`config.mk`:
```
export PLATFORM = sky130hd
export DESIGN_NAME = pipeline_ctrl
export DESIGN_NICKNAME = d
export VERILOG_FILES = /design/src/rtl/pipeline_ctrl_pkg.sv /design/src/rtl/pipeline_ctrl_hazard_detect.sv /design/src/rtl/pipeline_ctrl.sv
export SDC_FILE = /design/constraint.sdc
export NUM_CORES = 1
export LEC_CHECK = 0
export ABC_AREA = 1
export BUFFER_PORTS_ARGS = -buffer_cell sky130_fd_sc_hd__buf_4
export CORE_MARGIN = 4
export CORE_UTILIZATION = 45
export DETAILED_ROUTE_END_ITERATION = 8
export PLACE_DENSITY = 0.83
export SYNTH_ARGS = -nofsm -noshare
export SYNTH_HDL_FRONTEND = slang
export SYNTH_HIERARCHICAL = 1
export SYNTH_SLANG_ARGS = --single-unit
```
`constraint.sdc`:
```
create_clock -name clk -period 1.82 [get_ports clk]
set_input_delay 0.091 -clock clk [delete_from_list [all_inputs] [get_ports clk]]
set_output_delay 0.091 -clock clk [all_outputs]
set_load 0.1 [all_outputs]
```
`src/rtl/pipeline_ctrl_pkg.sv`:
```
// -----------------------------------------------------------------------------
// pipeline_ctrl_pkg
// Shared definitions for the pipeline stall/flush controller:
//   - mem_state_e : SRAM access tracker states (IDLE/WAIT/DONE)
//   - default parameter values for SRAM latency, register address width and
//     the stall performance counter width
//   - width of the internal SRAM wait counter
// -----------------------------------------------------------------------------
package pipeline_ctrl_pkg;

  typedef enum logic [1:0] {
    IDLE = 2'd0,
    WAIT = 2'd1,
    DONE = 2'd2
  } mem_state_e;

  localparam int SRAM_WAIT_DEFAULT  = 6;
  localparam int REG_ADDR_W_DEFAULT = 4;
  localparam int CNT_W_DEFAULT      = 16;

  // Wait counter holds at most SRAM_WAIT-2 = 13 for the largest legal latency.
  localparam int WAIT_CNT_W = 4;

endpackage

```
`src/rtl/pipeline_ctrl_hazard_detect.sv`:
```
// -----------------------------------------------------------------------------
// hazard_detect
// Purely combinational data-hazard detector for the instruction in ID.
// Ports:
//   id_src1_i, id_src2_i        source registers of the ID instruction
//   id_use_src1_i, id_two_src_i which sources the ID instruction actually reads
//   exe_dest_i, exe_wb_en_i     destination / write-back of the EXE instruction
//   exe_mem_r_en_i              EXE instruction is a load
//   mem_dest_i, mem_wb_en_i     destination / write-back of the MEM instruction
//   forward_en_i                forwarding network is active
//   hazard_o                    ID must wait for an older result
// -----------------------------------------------------------------------------
module hazard_detect #(
  parameter int REG_ADDR_W = 4
) (
  input  logic [REG_ADDR_W-1:0] id_src1_i,
  input  logic [REG_ADDR_W-1:0] id_src2_i,
  input  logic                  id_use_src1_i,
  input  logic                  id_two_src_i,
  input  logic [REG_ADDR_W-1:0] exe_dest_i,
  input  logic                  exe_wb_en_i,
  input  logic                  exe_mem_r_en_i,
  input  logic [REG_ADDR_W-1:0] mem_dest_i,
  input  logic                  mem_wb_en_i,
  input  logic                  forward_en_i,
  output logic                  hazard_o
);

  logic hz_exe;
  logic hz_mem;

  assign hz_exe = exe_wb_en_i &
                  ((id_use_src1_i & (exe_dest_i == id_src1_i)) |
                   (id_two_src_i  & (exe_dest_i == id_src2_i)));

  assign hz_mem = mem_wb_en_i &
                  ((id_use_src1_i & (mem_dest_i == id_src1_i)) |
                   (id_two_src_i  & (mem_dest_i == id_src2_i)));

  // With forwarding, only a load in EXE cannot be bypassed in time; without
  // forwarding, any pending write in EXE or MEM blocks the read.
  assign hazard_o = forward_en_i ? (hz_exe & exe_mem_r_en_i) : (hz_exe | hz_mem);

endmodule

```
`src/rtl/pipeline_ctrl.sv`:
```
// -----------------------------------------------------------------------------
// pipeline_ctrl
// Central stall/flush controller for the 5-stage pipeline.
// Ports:
//   clk, rst                 clock (rising edge), async active-high reset
//   id_*                     ID instruction source fields
//   exe_*                    EXE instruction destination / write-back / load
//   mem_*                    MEM instruction destination / write-back / SRAM req
//   forward_en               forwarding network enabled
//   branch_taken             EXE resolved a taken branch
//   pc_ld                    PC load enable
//   ifid_ld / ifid_clr       IF/ID load enable / flush
//   idex_ld / idex_clr       ID/EXE load enable / flush
//   exmem_ld                 EXE/MEM load enable
//   memwb_ld / memwb_clr     MEM/WB load enable / bubble insert
//   sram_busy                SRAM access in progress
//   hazard                   raw data hazard (before priority)
//   stall_cycles             saturating count of cycles with pc_ld=0
// SRAM_WAIT must lie in 2..15.
// -----------------------------------------------------------------------------
module pipeline_ctrl
  import pipeline_ctrl_pkg::*;
#(
  parameter int SRAM_WAIT  = SRAM_WAIT_DEFAULT,
  parameter int REG_ADDR_W = REG_ADDR_W_DEFAULT,
  parameter int CNT_W      = CNT_W_DEFAULT
) (
  input  logic                  clk,
  input  logic                  rst,
  input  logic [REG_ADDR_W-1:0] id_src1,
  input  logic [REG_ADDR_W-1:0] id_src2,
  input  logic                  id_use_src1,
  input  logic                  id_two_src,
  input  logic [REG_ADDR_W-1:0] exe_dest,
  input  logic                  exe_wb_en,
  input  logic                  exe_mem_r_en,
  input  logic [REG_ADDR_W-1:0] mem_dest,
  input  logic                  mem_wb_en,
  input  logic                  mem_req,
  input  logic                  forward_en,
  input  logic                  branch_taken,
  output logic                  pc_ld,
  output logic                  ifid_ld,
  output logic                  ifid_clr,
  output logic                  idex_ld,
  output logic                  idex_clr,
  output logic                  exmem_ld,
  output logic                  memwb_ld,
  output logic                  memwb_clr,
  output logic                  sram_busy,
  output logic                  hazard,
  output logic [CNT_W-1:0]      stall_cycles
);

  localparam logic [WAIT_CNT_W-1:0] CNT_LOAD = WAIT_CNT_W'(SRAM_WAIT - 2);
  localparam logic [WAIT_CNT_W-1:0] CNT_ONE  = WAIT_CNT_W'(1);

  mem_state_e            state_q, state_d;
  logic [WAIT_CNT_W-1:0] cnt_q,   cnt_d;
  logic [CNT_W-1:0]      stall_q, stall_d;
  logic                  mem_stall;

  // ---------------------------------------------------------------------------
  // Data hazard detection
  // ---------------------------------------------------------------------------
  hazard_detect #(
    .REG_ADDR_W(REG_ADDR_W)
  ) u_hazard_detect (
    .id_src1_i      (id_src1),
    .id_src2_i      (id_src2),
    .id_use_src1_i  (id_use_src1),
    .id_two_src_i   (id_two_src),
    .exe_dest_i     (exe_dest),
    .exe_wb_en_i    (exe_wb_en),
    .exe_mem_r_en_i (exe_mem_r_en),
    .mem_dest_i     (mem_dest),
    .mem_wb_en_i    (mem_wb_en),
    .forward_en_i   (forward_en),
    .hazard_o       (hazard)
  );

  // ---------------------------------------------------------------------------
  // SRAM access FSM. The request cycle (IDLE) plus SRAM_WAIT-2 WAIT cycles
  // form the frozen window; DONE is the cycle in which the pipeline advances.
  // ---------------------------------------------------------------------------
  always_ff @(posedge clk or posedge rst) begin
    if (rst) begin
      state_q <= IDLE;
      cnt_q   <= '0;
    end else begin
      state_q <= state_d;
      cnt_q   <= cnt_d;
    end
  end

  always_comb begin
    state_d = state_q;
    cnt_d   = cnt_q;
    unique case (state_q)
      IDLE: begin
        if (mem_req) begin
          cnt_d = CNT_LOAD;
          // Minimum latency has no WAIT cycles: request cycle then DONE.
          state_d = (SRAM_WAIT == 2) ? DONE : WAIT;
        end
      end
      WAIT: begin
        // Leave WAIT as the decremented count reaches zero.
        if (cnt_q <= CNT_ONE) begin
          cnt_d   = '0;
          state_d = DONE;
        end else begin
          cnt_d = cnt_q - CNT_ONE;
        end
      end
      DONE: begin
        // A back-to-back request is picked up in IDLE on the next cycle.
        state_d = IDLE;
      end
      default: begin
        state_d = IDLE;
        cnt_d   = '0;
      end
    endcase
  end

  assign mem_stall = mem_req & (state_q != DONE);
  assign sram_busy = (state_q == WAIT) | ((state_q == IDLE) & mem_req);

  // ---------------------------------------------------------------------------
  // Stage control priority: SRAM freeze > branch flush > hazard bubble.
  // A branch seen during the freeze stays asserted (EXE is frozen) and takes
  // effect in the DONE cycle.
  // ---------------------------------------------------------------------------
  always_comb begin
    pc_ld     = 1'b1;
    ifid_ld   = 1'b1;
    ifid_clr  = 1'b0;
    idex_ld   = 1'b1;
    idex_clr  = 1'b0;
    exmem_ld  = 1'b1;
    memwb_ld  = 1'b1;
    memwb_clr = 1'b0;
    if (mem_stall) begin
      pc_ld     = 1'b0;
      ifid_ld   = 1'b0;
      idex_ld   = 1'b0;
      exmem_ld  = 1'b0;
      memwb_clr = 1'b1;
    end else if (branch_taken) begin
      ifid_clr = 1'b1;
      idex_clr = 1'b1;
    end else if (hazard) begin
      pc_ld    = 1'b0;
      ifid_ld  = 1'b0;
      idex_clr = 1'b1;
    end
  end

  // ---------------------------------------------------------------------------
  // Saturating stall-cycle counter
  // ---------------------------------------------------------------------------
  always_comb begin
    stall_d = stall_q;
    if (!pc_ld && (stall_q != {CNT_W{1'b1}})) begin
      stall_d = stall_q + {{(CNT_W-1){1'b0}}, 1'b1};
    end
  end

  always_ff @(posedge clk or posedge rst) begin
    if (rst) begin
      stall_q <= '0;
    end else begin
      stall_q <= stall_d;
    end
  end

  assign stall_cycles = stall_q;

endmodule

```
==> impl_results.html, run 1 <==
<table>
<tr><th>Metric</th><th>Value</th></tr>
<tr><th colspan="2">Status</th></tr>
<tr><td>Status</td><td>finished, final reports clean</td></tr>
<tr><th colspan="2">Placement</th></tr>
<tr><td>Global placement routability congestion</td><td>0.887</td></tr>
<tr><td>Placement-stage worst setup slack</td><td>between 0.07 and 0.08 ns</td></tr>
<tr><td>Cell Count Post-Placement</td><td>roughly 370</td></tr>
<tr><td>Total cell area at the placement stage</td><td>about 2200 µm²</td></tr>
<tr><td>Count of buffers from port buffering</td><td>50</td></tr>
<tr><td>Post-detail-place hpwl</td><td>about 3.2 mm</td></tr>
<tr><th colspan="2">STA</th></tr>
<tr><td>Fin. Hold Viols</td><td>0</td></tr>
<tr><td>Max Fclk</td><td>slightly above 600 MHz</td></tr>
<tr><td>Shortest period the worst path allows</td><td>1.61 ns</td></tr>
<tr><td>Setup repair after global routing missed its margin</td><td>no</td></tr>
<tr><td>Ratio of final minimum period to clock period</td><td>88.5%</td></tr>
<tr><td>Summed negative setup slack over all endpoints</td><td>0 ns</td></tr>
<tr><td>Worst Setup Slack, final</td><td>~0.21 ns</td></tr>
<tr><td>Clock Skew</td><td>slightly above 0.004 ns</td></tr>
<tr><td>Final max-slew violation count</td><td>0</td></tr>
<tr><td>Endpoints failing setup</td><td>0</td></tr>
<tr><td>Min Hold Slack</td><td>roughly 0.13 ns</td></tr>
<tr><th colspan="2">CTS</th></tr>
<tr><td>Root buffer selected by CTS</td><td>sky130_fd_sc_hd__clkbuf_8</td></tr>
<tr><td>Clock Latency Late Sink</td><td>roughly 0.26 ns</td></tr>
<tr><td># H-tree levels</td><td>1</td></tr>
<tr><td>Total CTS buffers</td><td>3</td></tr>
<tr><td>Clock tree from TritonCTS</td><td>built</td></tr>
<tr><td>Clock Tree Buf Depth</td><td>2</td></tr>
<tr><td>Clock slew at the register clock pins of the worst setup and hold paths</td><td>approximately 0.07 ns</td></tr>
<tr><td>CTS sink count</td><td>22</td></tr>
<tr><th colspan="2">Floorplan</th></tr>
<tr><td>Initial Util</td><td>a little under half</td></tr>
<tr><td>Die W</td><td>between 60 and 70 µm</td></tr>
<tr><td>Placeable Area</td><td>3660 µm²</td></tr>
<tr><td>Area enclosed by the die boundary</td><td>approximately 4900 µm²</td></tr>
<tr><td>Number of rows in the core area</td><td>22</td></tr>
<tr><td>Top-level I/O count</td><td>52</td></tr>
<tr><td>Vertical die dimension</td><td>~70 µm</td></tr>
<tr><th colspan="2">GRT</th></tr>
<tr><td>Met2 layer usage reported by global route</td><td>between 20% and 30%</td></tr>
<tr><td>Via count of the first global-routing pass</td><td>1631</td></tr>
<tr><td>Gr usage total</td><td>approximately 17%</td></tr>
<tr><td>Global-route met1 utilization</td><td>22.8%</td></tr>
<tr><td>Number of antenna violations at the first check in global routing</td><td>0</td></tr>
<tr><td>Largest net degree at the start of global routing</td><td>23</td></tr>
<tr><td>First-pass GRT wire length</td><td>between 6 and 7 mm</td></tr>
<tr><td>Total global routing overflow</td><td>0</td></tr>
<tr><td>Most Used Layer, Global Route</td><td>met2</td></tr>
<tr><td>Met3 Use GR</td><td>3.48%</td></tr>
<tr><th colspan="2">Routing</th></tr>
<tr><td>Vias</td><td>between 1500 and 2000</td></tr>
<tr><td>Final wirelength</td><td>around 4.1 mm</td></tr>
<tr><td>Routed wirelength normalized by instance count</td><td>10.9 µm</td></tr>
<tr><td>Initial detailed-routing violation count</td><td>between 60 and 70</td></tr>
<tr><td>TritonRoute pass-1 iters</td><td>4</td></tr>
<tr><td>ANT nets after route</td><td>0</td></tr>
<tr><td>Via-to-Cell Ratio</td><td>4.72</td></tr>
<tr><td>Residual DRC</td><td>0</td></tr>
<tr><th colspan="2">Critical path</th></tr>
<tr><td>Crit-path max FO</td><td>3</td></tr>
<tr><td>Critical path data required time</td><td>between 1.5 and 2 ns</td></tr>
<tr><td>Nature of the critical path endpoint</td><td>primary output</td></tr>
<tr><td>Critical setup path kind</td><td>input pin to primary output</td></tr>
<tr><td>Worst Setup Start Kind</td><td>input pin</td></tr>
<tr><td>Data arrival time of the critical path</td><td>1.52 ns</td></tr>
<tr><th colspan="2">Synthesis</th></tr>
<tr><td>Post-Synthesis Cell Area</td><td>about 1700 µm²</td></tr>
<tr><td>Cells after Synth</td><td>between 200 and 300</td></tr>
<tr><td>Mean instance size in the synthesized netlist</td><td>6.31 µm²</td></tr>
<tr><td>Number of storage elements in the synthesis netlist</td><td>22</td></tr>
<tr><td>Post-synthesis sequential area ratio</td><td>32.2%</td></tr>
<tr><td>Nets in the synthesized netlist</td><td>300</td></tr>
<tr><td>Number of distinct library cell variants in the gate-level netlist after synthesis</td><td>25</td></tr>
<tr><td>Warnings from Yosys</td><td>6</td></tr>
<tr><th colspan="2">Finish</th></tr>
<tr><td>Post-synthesis to final-layout area growth</td><td>32.0%</td></tr>
<tr><td>Design Area, Final</td><td>between 2000 and 2500 µm²</td></tr>
<tr><td>Number of standard cells in the final layout excluding fillers</td><td>373</td></tr>
<tr><td>Most common cell after layout, fill and taps aside</td><td>sky130_fd_sc_hd__nand2_1</td></tr>
<tr><td>Final-stage net count</td><td>~360</td></tr>
<tr><td>Commonest non-fill, non-tap cells in the layout</td><td>sky130_fd_sc_hd__nand2_1 (112), sky130_fd_sc_hd__buf_4 (53), sky130_fd_sc_hd__inv_1 (35)</td></tr>
<tr><td>Antenna diodes</td><td>0</td></tr>
<tr><td>Count of filler cells inserted in the layout</td><td>roughly 340</td></tr>
<tr><td>Layout cells sized above 1</td><td>roughly 25%</td></tr>
<tr><th colspan="2">Worst hold path</th></tr>
<tr><td>Worst min-delay path category</td><td>input pin to flop</td></tr>
<tr><th colspan="2">Power</th></tr>
<tr><td>Peak supply drop</td><td>1.44 mV</td></tr>
<tr><td>Power Density</td><td>about 1300 nW/µm²</td></tr>
<tr><td>Reported leakage power</td><td>between 1 and 1.5 nW</td></tr>
<tr><th colspan="2">Flow run</th></tr>
<tr><td>Number of max-cap violations</td><td>0</td></tr>
</table>
through the flow:
stage	power, W	utilization, %
after detailed placement	0.00268	60.2
after CTS	0.00300	61.7
final	0.00297	61.7
after global placement	0.00265	60.2
after floorplan	0.00228	-
after global routing	0.00316	61.7
cell type report:
class                      instances  area (µm²)  share of cell area [%]
multi-input combinational        207        1020                    45.1
inverter                          37         143                    6.32
tap                               48        60.1                    2.66
sequential                        22         563                    24.9
clock buffer                       4        45.0                    2.00
timing repair buffer              55         428                    19.0
sequential cells by signal, summed over array words and instances (netlist names):
signal	flops
cnt_q	4
state_q	2
stall_cycles	16
path summary, 6_finish.rpt:
kind,start,endpoint,cells past startpoint,slack [ns]
max reg2reg,stall_cycles[1]$_DFFE_PP0P_,stall_cycles[2]$_DFFE_PP0P_,6,0.26
max in group asynchronous,rst,stall_cycles[8]$_DFFE_PP0P_,4,1.17
min,mem_req,state_q[0]$_DFFE_PP0P_,3,0.13
min in group asynchronous,rst,cnt_q[0]$_DFFE_PP0P_,4,0.41
max,exe_dest[1],pc_ld,13,0.21
min reg2reg,stall_cycles[0]$_DFFE_PP0P_,stall_cycles[0]$_DFFE_PP0P_,2,0.55
cells by family (layout without fill, tap and decap cells):
family                   Yosys count  count (layout)  synth area share, %
AND/OR/NAND/NOR                  173             173                 41.8
buffers and inverters             42              96                 10.8
flip-flops                        22              22                 32.2
AO/OA/AOI/OAI                     18              18                 6.66
XOR/XNOR                          12              12                 6.15
adder cells (fa/ha/maj)            3               3                 2.19
other                              1               1                0.219
power breakdown:
part           leakage [nW]  switching, W  internal [W]
Clock                0.0228      0.000154      0.000156
Sequential            0.277      0.000173      0.000638
Combinational         0.882       0.00138      0.000473
Total                  1.18       0.00171       0.00127
synth_stat cells (all sizes together):
library cell / n / area share (%)
nor3: 1 / 0.29
nand4: 4 / 1.5
xnor2: 9 / 4.6
o21ai: 15 / 5.5
ha: 3 / 2.2
inv: 37 / 8.1
nand2: 116 / 26
xor2: 3 / 1.5
a21oi: 1 / 0.29
buf: 5 / 2.6
nor2: 38 / 9.8
o21a: 1 / 0.44
dfrtp: 22 / 32
conb: 1 / 0.22
a21boi: 1 / 0.44
nand3: 14 / 4.1
timing repair:
action	in CTS	in global routing
resized for setup	0	0
endpoints found under the hold margin	22	0
hold buffers	1	0
setup buffers	0	0
layer usage:
metal  vias to the layer above  part of all wire [%]  wire, µm
li1                        929                     -         -
met1                       765                    47      1890
met2                        61                    45      1820
met4                         0                   1.2        50
met5                         -                     0         0
met3                         7                   7.3       298
worst max-delay path: stages:
cell and delay, ns:
sky130_fd_sc_hd__buf_4 0.09, sky130_fd_sc_hd__inv_1 0.04, sky130_fd_sc_hd__nand2_1 0.08, sky130_fd_sc_hd__nand2_1 0.06
sky130_fd_sc_hd__nor2_1 0.10, sky130_fd_sc_hd__nand3_1 0.09, sky130_fd_sc_hd__nand2_1 0.07, sky130_fd_sc_hd__nand2_1 0.12
sky130_fd_sc_hd__nand2_8 0.09, sky130_fd_sc_hd__inv_1 0.08, sky130_fd_sc_hd__o21ai_2 0.21, sky130_fd_sc_hd__clkinvlp_4 0.16
sky130_fd_sc_hd__buf_4 0.25
(Power assumes the default switching activity.)
==> run 2: changes to the inputs <==
- CORE_UTILIZATION: 45 -> 25
- PLACE_DENSITY: 0.83 -> 0.57
==> impl_results.html, run 2 (synthesis gave the netlist of run 1 again) <==
<table>
<tr><th>Metric</th><th>Value</th></tr>
<tr><th colspan="2">Status</th></tr>
<tr><td>Status</td><td>finished, final reports clean</td></tr>
<tr><th colspan="2">Routing</th></tr>
<tr><td>Top layer in use</td><td>met4</td></tr>
<tr><td>Metal3 WL</td><td>250 µm (-16%)</td></tr>
<tr><td>ANT nets after route</td><td>0 (unchanged)</td></tr>
<tr><td>Final wirelength</td><td>4.30 mm (+5.7%)</td></tr>
<tr><td>Routed wirelength normalized by instance count</td><td>10.7 µm (-2.1%)</td></tr>
<tr><td>Initial detailed-routing violation count</td><td>82 (+22%)</td></tr>
<tr><td>Met2 wire length</td><td>1.87 mm (+2.7%)</td></tr>
<tr><td>TritonRoute pass-1 iters</td><td>4 (unchanged)</td></tr>
<tr><td>Residual DRC</td><td>0 (unchanged)</td></tr>
<tr><td>Vias</td><td>1734 (-1.6%)</td></tr>
<tr><td>Routed length on met1</td><td>2.12 mm (+12%)</td></tr>
<tr><td>Via-to-Cell Ratio</td><td>4.30 (-8.9%)</td></tr>
<tr><th colspan="2">Critical path</th></tr>
<tr><td>Crit-path max FO</td><td>4 (+1)</td></tr>
<tr><td>Cell count of the worst reg-to-reg path</td><td>9 (+3)</td></tr>
<tr><td>Nature of the critical path endpoint</td><td>primary output</td></tr>
<tr><td>Critical path data required time</td><td>1.73 ns (about the same)</td></tr>
<tr><td>Crit Reg-Reg Startpoint</td><td>stall_cycles[0]$_DFFE_PP0P_</td></tr>
<tr><td>Flop-to-flop setup slack</td><td>0.25 ns (about the same)</td></tr>
<tr><td>Peak per-stage delay on the critical path</td><td>0.25 ns (about the same)</td></tr>
<tr><td>Worst reg2reg endpoint</td><td>stall_cycles[12]$_DFFE_PP0P_</td></tr>
<tr><td>Slowest stage cell on the critical path</td><td>sky130_fd_sc_hd__buf_4</td></tr>
<tr><td>Worst-path cell chain</td><td>buf_4 -&gt; inv_1 -&gt; nor2_1 -&gt; nor2_1 -&gt; nand3_1 -&gt; nand2_1 -&gt; nand2_1 -&gt; nand2_8 -&gt; inv_1 -&gt; o21ai_2 -&gt; clkinvlp_4 -&gt; buf_4</td></tr>
<tr><td>Critical setup path kind</td><td>input pin to primary output</td></tr>
<tr><td>Data arrival time of the critical path</td><td>1.50 ns (-0.02 ns)</td></tr>
<tr><td>Start point of the critical path</td><td>mem_dest[0]</td></tr>
<tr><td>Worst Setup Start Kind</td><td>input pin</td></tr>
<tr><th colspan="2">Placement</th></tr>
<tr><td>Global placement routability congestion</td><td>0.844 (-4.8%)</td></tr>
<tr><td>Post-detail-place hpwl</td><td>3.42 mm (+5.8%)</td></tr>
<tr><td>Cell Count Post-Placement</td><td>398 (+8.2%)</td></tr>
<tr><td>Count of buffers from port buffering</td><td>50 (unchanged)</td></tr>
<tr><th colspan="2">STA</th></tr>
<tr><td>Shortest period the worst path allows</td><td>1.59 ns (-0.0177 ns)</td></tr>
<tr><td>Final max-slew violation count</td><td>0 (unchanged)</td></tr>
<tr><td>Max Fclk</td><td>628 MHz (+1.1%)</td></tr>
<tr><td>Min Hold Slack</td><td>0.149 ns (+0.0151 ns)</td></tr>
<tr><td>Endpoints failing setup</td><td>0 (unchanged)</td></tr>
<tr><td>Ratio of final minimum period to clock period</td><td>87.5% (-0.97 points)</td></tr>
<tr><td>Fin. Hold Viols</td><td>0 (unchanged)</td></tr>
<tr><td>Summed negative setup slack over all endpoints</td><td>0 ns (unchanged)</td></tr>
<tr><td>Setup repair after global routing missed its margin</td><td>no</td></tr>
<tr><td>Clock Skew</td><td>0.00818 ns (+0.00411 ns)</td></tr>
<tr><th colspan="2">Finish</th></tr>
<tr><td>Number of standard cells in the final layout excluding fillers</td><td>403 (+8.0%)</td></tr>
<tr><td>Final-stage net count</td><td>356 (+0.28%)</td></tr>
<tr><td>Max reg flops</td><td>16 (unchanged)</td></tr>
<tr><td>Commonest non-fill, non-tap cells in the layout</td><td>sky130_fd_sc_hd__nand2_1 (112), sky130_fd_sc_hd__buf_4 (53), sky130_fd_sc_hd__inv_1 (35)</td></tr>
<tr><td>Post-synthesis to final-layout area growth</td><td>35.8%</td></tr>
<tr><td>Layout cells sized above 1</td><td>25.8% (+0.54 points)</td></tr>
<tr><td>Most common cell after layout, fill and taps aside</td><td>sky130_fd_sc_hd__nand2_1</td></tr>
<tr><td>Antenna diodes</td><td>0 (unchanged)</td></tr>
<tr><td>Fraction of the core area covered by cells at the end of the flow</td><td>35.8% (-26 points)</td></tr>
<tr><th colspan="2">CTS</th></tr>
<tr><td>CTS sink count</td><td>22 (unchanged)</td></tr>
<tr><td>Clock Tree Buf Depth</td><td>2 (unchanged)</td></tr>
<tr><td>Clock slew at the register clock pins of the worst setup and hold paths</td><td>0.08 ns (about the same)</td></tr>
<tr><td>Clock tree from TritonCTS</td><td>built</td></tr>
<tr><td># H-tree levels</td><td>1 (unchanged)</td></tr>
<tr><td>Number of post-CTS setup repair buffers</td><td>0 (unchanged)</td></tr>
<tr><td>Root buffer selected by CTS</td><td>sky130_fd_sc_hd__clkbuf_8</td></tr>
<tr><td>Total CTS buffers</td><td>3 (unchanged)</td></tr>
<tr><td>Clock Latency Late Sink</td><td>0.27 ns (about the same)</td></tr>
<tr><th colspan="2">Worst hold path</th></tr>
<tr><td>Worst min-delay path category</td><td>input pin to flop</td></tr>
<tr><td>Cell depth of the worst hold path</td><td>3 (unchanged)</td></tr>
<tr><td>Sink of the worst hold path</td><td>cnt_q[2]$_DFFE_PP0P_</td></tr>
<tr><td>Hold path startpoint</td><td>mem_req</td></tr>
<tr><th colspan="2">Floorplan</th></tr>
<tr><td>Area enclosed by the die boundary</td><td>8230 µm² (+70%)</td></tr>
<tr><td>Number of rows in the core area</td><td>29 (+32%)</td></tr>
<tr><td>Placeable Area</td><td>6490 µm² (+77%)</td></tr>
<tr><td>Die W</td><td>90.7 µm (+30%)</td></tr>
<tr><td>Initial Util</td><td>26.3% (-20 points)</td></tr>
<tr><td>Vertical die dimension</td><td>90.7 µm (+30%)</td></tr>
<tr><td>Top-level I/O count</td><td>52 (unchanged)</td></tr>
<tr><th colspan="2">GRT</th></tr>
<tr><td>Total global routing overflow</td><td>0 (unchanged)</td></tr>
<tr><td>Number of antenna violations at the first check in global routing</td><td>0 (unchanged)</td></tr>
<tr><td>First-pass GRT wire length</td><td>7.29 mm (+5.1%)</td></tr>
<tr><td>Gr usage total</td><td>10.5% (-6.5 points)</td></tr>
<tr><td>Largest net degree at the start of global routing</td><td>23 (unchanged)</td></tr>
<tr><td>Via count of the first global-routing pass</td><td>1635 (+0.25%)</td></tr>
<tr><th colspan="2">Flow run</th></tr>
<tr><td>Number of max-cap violations</td><td>0 (unchanged)</td></tr>
<tr><th colspan="2">Power</th></tr>
<tr><td>Power Density</td><td>1310 nW/µm² (-0.61%)</td></tr>
<tr><td>Reported leakage power</td><td>1.20 nW (+1.3%)</td></tr>
<tr><td>Peak supply drop</td><td>1.16 mV (-20%)</td></tr>
<tr><td>Power Total</td><td>0.00304 W (+2.3%)</td></tr>
</table>
run 2: power breakdown:
group          internal, W  switching [W]  total, W
logic             0.000483        0.00139   0.00187
clock network     0.000193       0.000170  0.000364
registers         0.000638       0.000172  0.000809
total              0.00131        0.00173   0.00304
run 2: final cells by class:
class / count / area (µm²)
Tap cell: 77 / 96.3
Clock buffer: 4 / 55.1
Sequential cell: 22 / 563
Multi-Input combinational cell: 207 / 1020
Timing Repair Buffer: 56 / 448
Fill cell: 692 / 4170
Inverter: 37 / 143
run 2: how the worst max path moves through the flow:
stage / end / slack, ns / cells past startpoint
finish: pc_ld / 0.23 / 12
global route: ifid_ld / 0.06 / 12
CTS: pc_ld / 0.20 / 12
detailed placement: stall_cycles[11]$_DFFE_PP0P_ / 0.07 / 15
global placement: stall_cycles[10]$_DFFE_PP0P_ / 0.13 / 15
floorplan: idex_clr / -0.73 / 3
run 2: critical path, delay by kind of cell:
family,cells,cell delay [ns]
and+or+nand+nor,6,0.52
AOI/OAI and AO/OA,1,0.21
buffers and inverters,5,0.68
run 2: timing repair:
action                                 CTS  global route
hold buffers                             1             0
gates resized for setup                  0             0
endpoints found under the hold margin   22             0
run 2: metrics by stage:
step,cell area [µm²],setup slack (ns)
global placement,2260,0.130
finish,2320,0.227
CTS,2320,0.198
detailed placement,2260,0.0665
global route,2320,0.0557
floorplan,1780,-0.730
run 2: per-layer routing:
metal  vias up  track usage [%]
met5         -                0
met4         0             3.44
met3         4             2.08
met2        40             16.6
met1       760             14.3
li1        930                -
==> run 3: changes to the inputs <==
- CORE_ASPECT_RATIO: unset -> 0.5
- SYNTH_HIERARCHICAL: 1 -> unset
==> impl_results.html, run 3 <==
<table>
<tr><th>Metric</th><th>Value</th></tr>
<tr><th colspan="2">Finish</th></tr>
<tr><td>Footprint of the multi-input gates</td><td>1020 µm² (+0.37%)</td></tr>
<tr><td>Antenna diodes</td><td>0 (unchanged)</td></tr>
<tr><td>Commonest non-fill, non-tap cells in the layout</td><td>sky130_fd_sc_hd__nand2_1 (78), sky130_fd_sc_hd__buf_4 (57), sky130_fd_sc_hd__inv_1 (32)</td></tr>
<tr><td>Max reg flops</td><td>16 (unchanged)</td></tr>
<tr><td>Post-synthesis to final-layout area growth</td><td>40.8%</td></tr>
<tr><td>Layout cells sized above 1</td><td>25.2% (-0.52 points)</td></tr>
<tr><td>Fraction of the core area covered by cells at the end of the flow</td><td>37.9% (+2.1 points)</td></tr>
<tr><td>Design Area, Final</td><td>2390 µm² (+2.7%)</td></tr>
<tr><td>Count of filler cells inserted in the layout</td><td>660 (-4.6%)</td></tr>
<tr><td>Final-stage net count</td><td>336 (-5.6%)</td></tr>
<tr><td>Most common cell after layout, fill and taps aside</td><td>sky130_fd_sc_hd__nand2_1</td></tr>
<tr><td>Combined flip-flop and latch cell area</td><td>551 µm² (-2.2%)</td></tr>
<tr><th colspan="2">Critical path</th></tr>
<tr><td>Start point of the critical path</td><td>stall_cycles[1]$_DFFE_PP0P_</td></tr>
<tr><td>Nature of the critical path endpoint</td><td>flop</td></tr>
<tr><td>Peak per-stage delay on the critical path</td><td>0.39 ns (+0.14 ns)</td></tr>
<tr><td>Worst Setup Start Kind</td><td>flop</td></tr>
<tr><td>Critical path's most frequent cell</td><td>sky130_fd_sc_hd__nor2_4</td></tr>
<tr><td>Cell count of the worst reg-to-reg path</td><td>9 (unchanged)</td></tr>
<tr><td>Timing endpoint of the critical path</td><td>stall_cycles[7]$_DFFE_PP0P_</td></tr>
<tr><td>Crit-path max FO</td><td>16 (+12)</td></tr>
<tr><td>Worst-path cell chain</td><td>ha_2 -&gt; nand3_2 -&gt; nor2_4 -&gt; nand3_4 -&gt; nor2_4 -&gt; nand4_4 -&gt; buf_8 -&gt; nand4_1 -&gt; nand2_1</td></tr>
<tr><td>Data arrival time of the critical path</td><td>1.86 ns (+0.36 ns)</td></tr>
<tr><td>Flop-to-flop setup slack</td><td>0.11 ns (-0.14 ns)</td></tr>
<tr><td>Critical setup path kind</td><td>flop to flop</td></tr>
<tr><td>Crit Reg-Reg Startpoint</td><td>stall_cycles[1]$_DFFE_PP0P_</td></tr>
<tr><td>Critical path data required time</td><td>1.97 ns (+0.24 ns)</td></tr>
<tr><td>Slowest stage cell on the critical path</td><td>sky130_fd_sc_hd__dfrtp_1</td></tr>
<tr><td>Worst reg2reg endpoint</td><td>stall_cycles[7]$_DFFE_PP0P_</td></tr>
<tr><th colspan="2">CTS</th></tr>
<tr><td>Clock Tree Buf Depth</td><td>2 (unchanged)</td></tr>
<tr><td>Root buffer selected by CTS</td><td>sky130_fd_sc_hd__clkbuf_16</td></tr>
<tr><td>CTS sink count</td><td>22 (unchanged)</td></tr>
<tr><td>Clock slew at the register clock pins of the worst setup and hold paths</td><td>0.06 ns (-0.02 ns)</td></tr>
<tr><td>Clock Latency Late Sink</td><td>0.25 ns (-0.02 ns)</td></tr>
<tr><td>Total CTS buffers</td><td>3 (unchanged)</td></tr>
<tr><td>Clock tree from TritonCTS</td><td>built</td></tr>
<tr><td># H-tree levels</td><td>1 (unchanged)</td></tr>
<tr><th colspan="2">Synthesis</th></tr>
<tr><td>Synth cell count leaders</td><td>sky130_fd_sc_hd__nand2_1 (79), sky130_fd_sc_hd__inv_1 (33), sky130_fd_sc_hd__nor2_1 (30)</td></tr>
<tr><td>Warnings from Yosys</td><td>0 (-6)</td></tr>
<tr><td>Post-synthesis adder-cell area fraction</td><td>2.21% (+0.019 points)</td></tr>
<tr><td>Post-synthesis sequential area ratio</td><td>32.5% (+0.29 points)</td></tr>
<tr><td>Main area contributors after synthesis</td><td>sky130_fd_sc_hd__dfrtp_1 (32%), sky130_fd_sc_hd__nand2_1 (17%), sky130_fd_sc_hd__inv_1 (7.3%), sky130_fd_sc_hd__nor2_1 (6.6%), sky130_fd_sc_hd__nand4_1 (6.3%)</td></tr>
<tr><td>Cells after Synth</td><td>247 (-8.9%)</td></tr>
<tr><td>Number of storage elements in the synthesis netlist</td><td>22 (unchanged)</td></tr>
<tr><td>Main flop type after synthesis</td><td>sky130_fd_sc_hd__dfrtp_1</td></tr>
<tr><td>Dominant combinational cell family by area after synthesis</td><td>simple AND/OR/NAND/NOR gates</td></tr>
<tr><td>Post-Synthesis Cell Area</td><td>1700 µm² (-0.88%)</td></tr>
<tr><td>Complex-gate fraction of the synthesized area</td><td>3.84% (-2.8 points)</td></tr>
<tr><td>Mux contribution to synthesized area</td><td>0% (unchanged)</td></tr>
<tr><td>Mean instance size in the synthesized netlist</td><td>6.86 µm² (+8.8%)</td></tr>
<tr><td>Ys async rst share</td><td>100% (unchanged)</td></tr>
<tr><td>Nets in the synthesized netlist</td><td>276 (-8.0%)</td></tr>
<tr><td>Share of the synthesized netlist area taken by xor and xnor gates</td><td>9.82% (+3.7 points)</td></tr>
<tr><td>Cell with the most instances after synthesis</td><td>sky130_fd_sc_hd__nand2_1</td></tr>
<tr><td>Number of enable flip-flop cells after synthesis</td><td>0 (unchanged)</td></tr>
<tr><td>Cell taking the most area after synthesis</td><td>sky130_fd_sc_hd__dfrtp_1</td></tr>
<tr><td>Number of distinct library cell variants in the gate-level netlist after synthesis</td><td>27 (+8.0%)</td></tr>
<tr><td>Area share of and/or/nand/nor cells after synthesis</td><td>41.1% (-0.74 points)</td></tr>
<tr><td>Area share of the largest cell type after synthesis</td><td>32.5% (+0.29 points)</td></tr>
<tr><th colspan="2">Floorplan</th></tr>
<tr><td>Top-level I/O count</td><td>52 (unchanged)</td></tr>
<tr><td>Initial Util</td><td>26.9% (+0.55 points)</td></tr>
<tr><td>Number of rows in the core area</td><td>20 (-31%)</td></tr>
<tr><td>Vertical die dimension</td><td>66.2 µm (-27%)</td></tr>
<tr><td>Area enclosed by the die boundary</td><td>8240 µm² (+0.17%)</td></tr>
<tr><td>Die W</td><td>124 µm (+37%)</td></tr>
<tr><td>Placeable Area</td><td>6310 µm² (-2.9%)</td></tr>
<tr><th colspan="2">STA</th></tr>
<tr><td>Clock Skew</td><td>0.00196 ns (-0.00623 ns)</td></tr>
<tr><td>Summed negative setup slack over all endpoints</td><td>0 ns (unchanged)</td></tr>
<tr><td>Fin. Hold Viols</td><td>0 (unchanged)</td></tr>
<tr><td>Ratio of final minimum period to clock period</td><td>94.2% (+6.7 points)</td></tr>
<tr><td>Final max-slew violation count</td><td>0 (unchanged)</td></tr>
<tr><td>Shortest period the worst path allows</td><td>1.71 ns (+0.121 ns)</td></tr>
<tr><td>Max Fclk</td><td>583 MHz (-7.1%)</td></tr>
<tr><td>Worst Setup Slack, final</td><td>0.106 ns (-0.121 ns)</td></tr>
<tr><td>Endpoints failing setup</td><td>0 (unchanged)</td></tr>
<tr><td>Min Hold Slack</td><td>0.112 ns (-0.0368 ns)</td></tr>
<tr><td>Setup repair after global routing missed its margin</td><td>yes</td></tr>
<tr><th colspan="2">Power</th></tr>
<tr><td>Reported leakage power</td><td>1.25 nW (+4.1%)</td></tr>
<tr><td>Power Density</td><td>1160 nW/µm² (-11%)</td></tr>
<tr><td>Peak supply drop</td><td>0.339 mV (-71%)</td></tr>
<tr><th colspan="2">Routing</th></tr>
<tr><td>Via-to-Cell Ratio</td><td>4.40 (+2.3%)</td></tr>
<tr><td>Final wirelength</td><td>4.47 mm (+3.9%)</td></tr>
<tr><td>Vias</td><td>1730 (-0.23%)</td></tr>
<tr><td>TritonRoute pass-1 iters</td><td>4 (unchanged)</td></tr>
<tr><td>Routed length on met1</td><td>2.08 mm (-1.7%)</td></tr>
<tr><td>Met2 wire length</td><td>2.16 mm (+15%)</td></tr>
<tr><td>Top layer in use</td><td>met4</td></tr>
<tr><td>Initial detailed-routing violation count</td><td>104 (+27%)</td></tr>
<tr><td>ANT nets after route</td><td>0 (unchanged)</td></tr>
<tr><td>Metal3 WL</td><td>196 µm (-22%)</td></tr>
<tr><td>Routed wirelength normalized by instance count</td><td>11.4 µm (+6.6%)</td></tr>
<tr><td>Residual DRC</td><td>0 (unchanged)</td></tr>
<tr><th colspan="2">Placement</th></tr>
<tr><td>Post-detail-place hpwl</td><td>3.52 mm (+3.0%)</td></tr>
<tr><td>Count of buffers from port buffering</td><td>50 (unchanged)</td></tr>
<tr><td>Global placement routability congestion</td><td>0.841 (-0.37%)</td></tr>
<tr><td>Placement-stage worst setup slack</td><td>0.101 ns (+0.0350 ns)</td></tr>
<tr><td>Total cell area at the placement stage</td><td>2220 µm² (-1.5%)</td></tr>
<tr><th colspan="2">GRT</th></tr>
<tr><td>First-pass GRT wire length</td><td>7.58 mm (+3.9%)</td></tr>
<tr><td>Gr usage total</td><td>11.1% (+0.57 points)</td></tr>
<tr><td>Total global routing overflow</td><td>0 (unchanged)</td></tr>
<tr><td>Largest net degree at the start of global routing</td><td>23 (unchanged)</td></tr>
<tr><td>Number of antenna violations at the first check in global routing</td><td>0 (unchanged)</td></tr>
<tr><td>Via count of the first global-routing pass</td><td>1635 (unchanged)</td></tr>
<tr><th colspan="2">Worst hold path</th></tr>
<tr><td>Worst min-delay path category</td><td>input pin to flop</td></tr>
<tr><th colspan="2">Flow run</th></tr>
<tr><td>Number of max-cap violations</td><td>0 (unchanged)</td></tr>
<tr><th colspan="2">Status</th></tr>
<tr><td>Status</td><td>finished, final reports clean</td></tr>
</table>
==> run 3: cell count changes in the layout (fill, tap and decap cells not counted), sizes merged, moves of 3 or more <==
| cell | change |
|---|---|
| o21ai | -10 |
| nand4 | +14 |
| inv | -3 |
| nand2 | -37 |
| nor2 | -6 |
| xor2 | +9 |
| buf | +6 |
| nor3 | +6 |
==> run 3: routing by layer <==
layer | track usage (%) | vias to the layer above
li1 | - | 898
met5 | 0 | -
met4 | 2.73 | 0
met1 | 15.0 | 788
met3 | 2.34 | 4
met2 | 18.1 | 40
==> run 3: logic make-up after synthesis <==
| kind of cell | Yosys count |
|---|---|
| AND/OR/NAND/NOR | 150 |
| flip-flops | 22 |
| buffers and inverters | 41 |
| other | 1 |
| AO/OA/AOI/OAI | 11 |
| XOR/XNOR | 19 |
| adder cells (fa/ha/maj) | 3 |
==> run 3: critical path: cells and delay by family, from the launching register on <==
| kind | cells | cell delay (ns) |
|---|---|---|
| and+or+nand+nor | 7 | 0.82 |
| DFF | 1 | 0.39 |
| adders and majority gates | 1 | 0.21 |
| buffers and inverters | 1 | 0.19 |
==> run 3: area by class of cell <==
type	count	area share, %
clock buffers	3	3.14
inverters	34	5.50
multi-input cells	184	42.8
flip-flops and latches	22	23.1
well taps	88	4.61
repair buffers	62	20.9
==> run 3: timing repair <==
| item | 4_1_cts | 5_1_grt |
|---|---|---|
| pin swaps | 1 | 2 |
| gates resized for setup | 1 | 10 |
| cloned | 0 | 0 |
| buffers inserted | 1 | 4 |
| endpoints found under the hold margin | 22 | 0 |
| hold buffers | 1 | 0 |
| endpoints found under the setup margin | 2 | 18 |
==> run 3: worst min path at each step <==
| stage | from | end | slack, ns | cells past startpoint |
|---|---|---|---|---|
| after detailed placement | rst | cnt_q[1]$_DFFE_PP0P_ | 0.16 | 3 |
| final | mem_req | state_q[0]$_DFFE_PP0P_ | 0.11 | 3 |
| after global placement | rst | cnt_q[3]$_DFFE_PP0P_ | 0.15 | 3 |
| after global routing | mem_req | state_q[0]$_DFFE_PP0P_ | 0.12 | 3 |
| after floorplan | rst | cnt_q[0]$_DFFE_PP0P_ | 0.08 | 1 |
| after CTS | mem_req | state_q[0]$_DFFE_PP0P_ | 0.12 | 3 |
==> run 3: power by group <==
group          internal, W  total [W]  leakage (nW)  switching, W
Clock             0.000290   0.000465        0.0370      0.000174
Sequential        0.000598   0.000706         0.293      0.000108
Combinational     0.000443    0.00161         0.916       0.00116
==> run 3: through the flow <==
| stage | std cells | power, W |
|---|---|---|
| floorplan | 247 | 0.00195 |
| global placement | 384 | 0.00225 |
| detailed placement | 384 | 0.00227 |
| CTS | 389 | 0.00276 |
| global route | 393 | 0.00296 |
| finish | 393 | 0.00278 |
